**src/rtl/inst_fetch_if.sv**
```systemverilog
// Program-load / issue bus between the instruction fetch stage and its host.
interface inst_fetch_if #(
  parameter int AW = 4
);
  logic          ld_en;
  logic [AW-1:0] ld_addr;
  logic [15:0]   ld_data;
  logic          start;
  logic          stall;
  logic [15:0]   code;
  logic [AW-1:0] pc;
  logic          running;
  logic          halted;

  modport master (
    output ld_en, ld_addr, ld_data, start, stall,
    input  code, pc, running, halted
  );

  modport slave (
    input  ld_en, ld_addr, ld_data, start, stall,
    output code, pc, running, halted
  );
endinterface

```
**src/rtl/inst_fetch.sv**
```systemverilog
// Instruction fetch/sequencer: loadable program memory, PC stepping, NOP bubbles.
// Optional FETCH_LOOP_EN: HALT opcode or end of memory wraps pc to 0 and keeps running.
module inst_fetch #(
  parameter int DEPTH = 16,
  parameter int AW    = 4
) (
  input  logic         clk,
  input  logic         clr,
  inst_fetch_if.slave  bus
);
  typedef enum logic [1:0] {S_IDLE, S_RUN, S_HALT} state_t;

  state_t        r_state, w_state_nxt;
  logic [AW-1:0] r_pc, w_pc_nxt;
  logic [15:0]   r_code, w_code_nxt;
  logic [15:0]   r_mem [DEPTH];
  logic [15:0]   w_instr;
  logic          w_last;
  logic          w_we;

  assign w_instr = r_mem[r_pc];
  assign w_last  = (r_pc == AW'(DEPTH - 1));

  always_ff @(posedge clk) begin
    if (clr) begin
      r_state <= S_IDLE;
      r_pc    <= '0;
      r_code  <= '0;
    end else begin
      r_state <= w_state_nxt;
      r_pc    <= w_pc_nxt;
      r_code  <= w_code_nxt;
    end
  end

  // Program memory survives clr; only the write strobe is blocked by it.
  always_ff @(posedge clk) begin
    if (!clr && w_we) r_mem[bus.ld_addr] <= bus.ld_data;
  end

  always_comb begin
    w_state_nxt = r_state;
    w_pc_nxt    = r_pc;
    w_code_nxt  = '0;
    w_we        = 1'b0;
    unique case (r_state)
      S_IDLE, S_HALT: begin
        if (bus.ld_en) begin
          w_we = 1'b1;
        end else if (bus.start) begin
          w_state_nxt = S_RUN;
          w_pc_nxt    = '0;
        end
      end
      S_RUN: begin
        if (!bus.stall) begin
          if (w_instr[15:12] == 4'hE) begin
`ifdef FETCH_LOOP_EN
            w_pc_nxt    = '0;
`else
            w_state_nxt = S_HALT;
`endif
          end else begin
            w_code_nxt = w_instr;
            if (w_last) begin
`ifdef FETCH_LOOP_EN
              w_pc_nxt    = '0;
`else
              w_state_nxt = S_HALT;
`endif
            end else begin
              w_pc_nxt = r_pc + AW'(1);
            end
          end
        end
      end
      default: w_state_nxt = S_IDLE;
    endcase
  end

  assign bus.code    = r_code;
  assign bus.pc      = r_pc;
  assign bus.running = (r_state == S_RUN);
  assign bus.halted  = (r_state == S_HALT);
endmodule

```
**src/flat_wrapper.sv**
```systemverilog
// flat-port wrapper written by rule: the top's interface ports become plain ports
module inst_fetch_flat 
#(
  parameter int DEPTH = 16,
  parameter int AW    = 4
)
  (clk, clr, bus_ld_en, bus_ld_addr, bus_ld_data, bus_start, bus_stall, bus_code, bus_pc, bus_running, bus_halted);
  inst_fetch_if #(.AW(AW)) bus_i ();
  input  logic clk;
  input  logic clr;
  input wire logic [$bits(bus_i.ld_en)-1:0] bus_ld_en;
  input wire logic [$bits(bus_i.ld_addr)-1:0] bus_ld_addr;
  input wire logic [$bits(bus_i.ld_data)-1:0] bus_ld_data;
  input wire logic [$bits(bus_i.start)-1:0] bus_start;
  input wire logic [$bits(bus_i.stall)-1:0] bus_stall;
  output wire logic [$bits(bus_i.code)-1:0] bus_code;
  output wire logic [$bits(bus_i.pc)-1:0] bus_pc;
  output wire logic [$bits(bus_i.running)-1:0] bus_running;
  output wire logic [$bits(bus_i.halted)-1:0] bus_halted;
  assign bus_i.ld_en = bus_ld_en;
  assign bus_i.ld_addr = bus_ld_addr;
  assign bus_i.ld_data = bus_ld_data;
  assign bus_i.start = bus_start;
  assign bus_i.stall = bus_stall;
  assign bus_code = bus_i.code;
  assign bus_pc = bus_i.pc;
  assign bus_running = bus_i.running;
  assign bus_halted = bus_i.halted;
  inst_fetch #(.DEPTH(DEPTH), .AW(AW)) u_core (.clk(clk), .clr(clr), .bus(bus_i));
endmodule
```
**config.mk**
```make
export PLATFORM = sky130hd
export DESIGN_NAME = inst_fetch_flat
export DESIGN_NICKNAME = d
export VERILOG_FILES = /design/src/rtl/inst_fetch_if.sv /design/src/rtl/inst_fetch.sv /design/src/flat_wrapper.sv
export SDC_FILE = /design/constraint.sdc
export NUM_CORES = 1
export LEC_CHECK = 0
export ABC_AREA = 1
export CORE_AREA = 2 2 173 124
export DETAILED_ROUTE_END_ITERATION = 10
export DIE_AREA = 0 0 175 126
export GPL_TIMING_DRIVEN = 0
export PLACE_DENSITY_LB_ADDON = 0.2
export SLEW_MARGIN = 20
export SYNTH_ARGS = -nofsm -noshare
export SYNTH_HDL_FRONTEND = slang
export SYNTH_SLANG_ARGS = --single-unit
```
**constraint.sdc**
```tcl
create_clock -name clk -period 3.3 [get_ports clk]
set_clock_uncertainty 0.2 [all_clocks]
set_input_delay 0.495 -clock clk [delete_from_list [all_inputs] [get_ports clk]]
set_output_delay 0.495 -clock clk [all_outputs]
set_load 0.02 [all_outputs]
```
==> results.py <==
metrics = {
    "status": {
        "run_status": "completed",
    },
    "pwr": {
        "netSwitchingPower_mw": 1.98,
        "power.internal_mw": 6.11,
        "power_frac_seq_pct": 49.0,
        "p_leak_nw": 4.54,
        "clkPwrFrac_pct": 39.2,
        "powerDensity_mw_per_mm2": 622,
        "switching_share_pct": 24.5,
        "pwr-share-comb_pct": 11.9,
        "vdd_drop_max_mv": 0.363,
    },
    "clock_network": {
        "cts_buffers": 28,
        "clkTransAtPathRegs_ps": 60,
        "cts_hold_buf": 0,
        "cts_tree": "done",
        "cts_resized": 0,
        "clockBufferDepth": 3,
        "root_buffer": "clkbuf_16",
        "htree_levels": 1,
        "clock_sinks": 282,
        "clk_latency_ps": 530,
        "postCtsSetupBuffers": 0,
    },
    "yosys": {
        "synth_top_family_by_area": "simple AND/OR/NAND/NOR gates",
        "ys_top_cells_by_count": "edfxtp_1, nor2_1, nand2_1",
        "yosys.cell_types.count": 26,
        "ys.flop_type": "edfxtp_1",
        "synth_compound_area_share_pct": 9.43,
        "post-synth-top-area-cell": "edfxtp_1",
        "synth_xor_area_share_pct": 0,
        "synth_warnings": 0,
        "avgSynthCellArea_um2": 12.5,
        "synth_nets": 914,
        "syn_area_mm2": 0.0111,
        "ys_seq_area_share_pct": 74.2,
        "synth_mux_area_share_pct": 0,
        "synth_cells": 888,
        "synth-adder-area-share_pct": 0.113,
        "synthTopCellsByArea": "edfxtp_1, dfxtp_1, nor2_1",
        "synth_simple_gate_area_share_pct": 12.2,
        "ys_async_sr_fraction_pct": 0,
        "yosys.area.top_type_share_pct": 69.5,
        "synth-seq-cells": 282,
        "synth_edf_count": 256,
        "synth.most_common_cell": "edfxtp_1",
    },
    "sta": {
        "setup_viol": 0,
        "finalCriticalPeriod_ps": 2970,
        "fmax_mhz": 337,
        "slew_headroom_pct": 49.9,
        "slew_violations": 0,
        "hold_violations": 0,
        "rsz0062_at_grt": "false",
        "fin_setup_tns_ps": 0,
        "fin_crit_sh_pct": 90.0,
        "worstMarginPinSlew_ps": 750,
    },
    "layout": {
        "nets": 1002,
        "multiInputGateArea_mm2": 0.00246,
        "final_util_pct": 63.7,
        "fin_area_mm2": 0.0130,
        "area_growth_pct": 17.6,
        "n_fill_cell": 1570,
        "drive_gt1_share_pct": 10.5,
        "regArea_mm2": 0.00821,
        "n_antenna_cell": 0,
    },
    "floorplanning": {
        "die_w_um": 175,
        "die_area_mm2": 0.0221,
        "die_h_um": 126,
        "io_pins": 47,
        "core-area_mm2": 0.0204,
        "start_util_pct": 54.2,
        "core.rowCount": 44,
    },
    "worst_hold_path": {
        "min_path_cells": 2,
        "min_path_type": "reg -> reg",
    },
    "route": {
        "ant_nets": 0,
        "vias": 7497,
        "routed_wl_um": 28900,
        "first_pass_iters": 5,
        "drt_iter0_markers": 1028,
        "viasPerCell": 5.88,
        "wl_per_cell_um": 22.7,
        "drc": 0,
    },
    "setup_path": {
        "path_cells": "inv_1, clkbuf_1, nand3_1, nand3_1, nand2_1, nor2_2, nand2_2, nand3_2, buf_2, a21oi_1",
        "crit_fanout": 10,
        "cp_slowest_cell": "clkbuf_1",
        "critPathKind": "reg -> reg",
        "start_kind": "flop",
        "max_stage_delay_ps": 560,
        "endpoint_kind": "flop",
        "required_ps": 3500,
        "ff2ff_path_depth": 10,
        "rrSetupSlack_ps": 330,
        "cp_data_arrival_time_ps": 3170,
        "path_common_cell": "nand3_1",
    },
    "place": {
        "io_buffers": 46,
        "dpl_cell_area_mm2": 0.0121,
        "gp_congestion": 0.904,
        "dp_hpwl_um": 19000,
    },
    "flow_run": {
        "drv_cap": 0,
    },
    "grt": {
        "antenna_found_initial": 0,
        "grt_max_degree": 17,
        "grtUsageTotal_pct": 26.5,
        "grt_pass1_vias": 6923,
        "overflow": 0,
        "grt_pass1_wl_um": 43000,
    },
}
## power groups by stage
stage	registers (mW)	logic [mW]	clock network [mW]
CTS	3.96	0.937	3.20
floorplan	4.05	0.527	0
global route	3.96	1.04	3.35
finish	3.96	0.960	3.17
global placement	4.04	0.911	0
detailed placement	4.04	0.931	0
## layout make-up
cell class	instances	share of cell area, %
flip-flops and latches	282	63.0
multi-input cells	500	18.9
clock buffers	46	6.76
repair buffers	58	4.69
well taps	276	2.65
plain buffers	53	1.99
inverters	53	1.53
clock inverters	6	0.432
## per-stage QoR
step / setup slack (ps) / instances / power, mW / hold WS [ps]
2_1_floorplan: 1120 / 888 / 4.58 / 258
3_3_place_gp: -467 / 1210 / 4.95 / 281
3_5_place_dp: 134 / 1222 / 4.97 / 281
4_1_cts: 456 / 1274 / 8.10 / 290
5_1_grt: 225 / 1274 / 8.35 / 319
6_report: 331 / 1274 / 8.09 / 285
## flip-flops by register name (all words and copies together) (netlist names), named ones only
signal and cells:
u_core.r_state 2, u_core.r_mem 256, u_core.bus.code 16, u_core.bus.pc 4
## worst paths after layout
kind,start,to
min reg2reg,u_core.r_state[1],u_core.r_state[1]
max,flop,u_core.bus.code[10]
min,u_core.r_state[1],u_core.r_state[1]
max reg2reg,flop,u_core.bus.code[10]
## cells in the final DEF, fill, tap and decap left out
cell type          n
clkbuf_8           9
buf_2             15
ha_1               1
or2_2              1
nand3_2            1
bufinv_16          1
nor2_2            14
buf_4              1
buf_1              1
a21oi_2            4
nor2_4             4
nand2_1          106
dfxtp_1           26
edfxtp_1         256
o21ai_0           99
o211ai_1           1
nand4_1            1
nand2_2            2
o22ai_1            8
buf_6             13
clkinv_2           2
inv_2              3
clkbuf_1          39
inv_6              1
nand2_4            1
clkdlybuf4s50_1   46
o21ai_1            5
nor2_1           121
clkinv_1           2
clkbuf_16         29
buf_8              4
nand3_1           75
o221ai_1          40
a21oi_1           16
inv_1             50
## critical path: cells and delay by family (launching register included)
kind	cells	cell delay [ps]
AO/OA/AOI/OAI	1	130
flip-flops	1	400
AND/OR/NAND/NOR	6	980
buffers and inverters	3	1100
## logic make-up after synthesis
group                      after synthesis
DFF                                    282
and+or+nand+nor                        326
AOI/OAI and AO/OA                      173
buffers and inverters                  106
adders and majority gates                1
## routing by layer
metal  track usage (%)  wire length, um  share of wire (%)
met1              41.7            12400                 43
met2              36.8            12000                 41
met3              6.88             3880                 13
met4              6.57              688                2.4
met5                 0                0                  0
(Power assumes the default switching activity.)
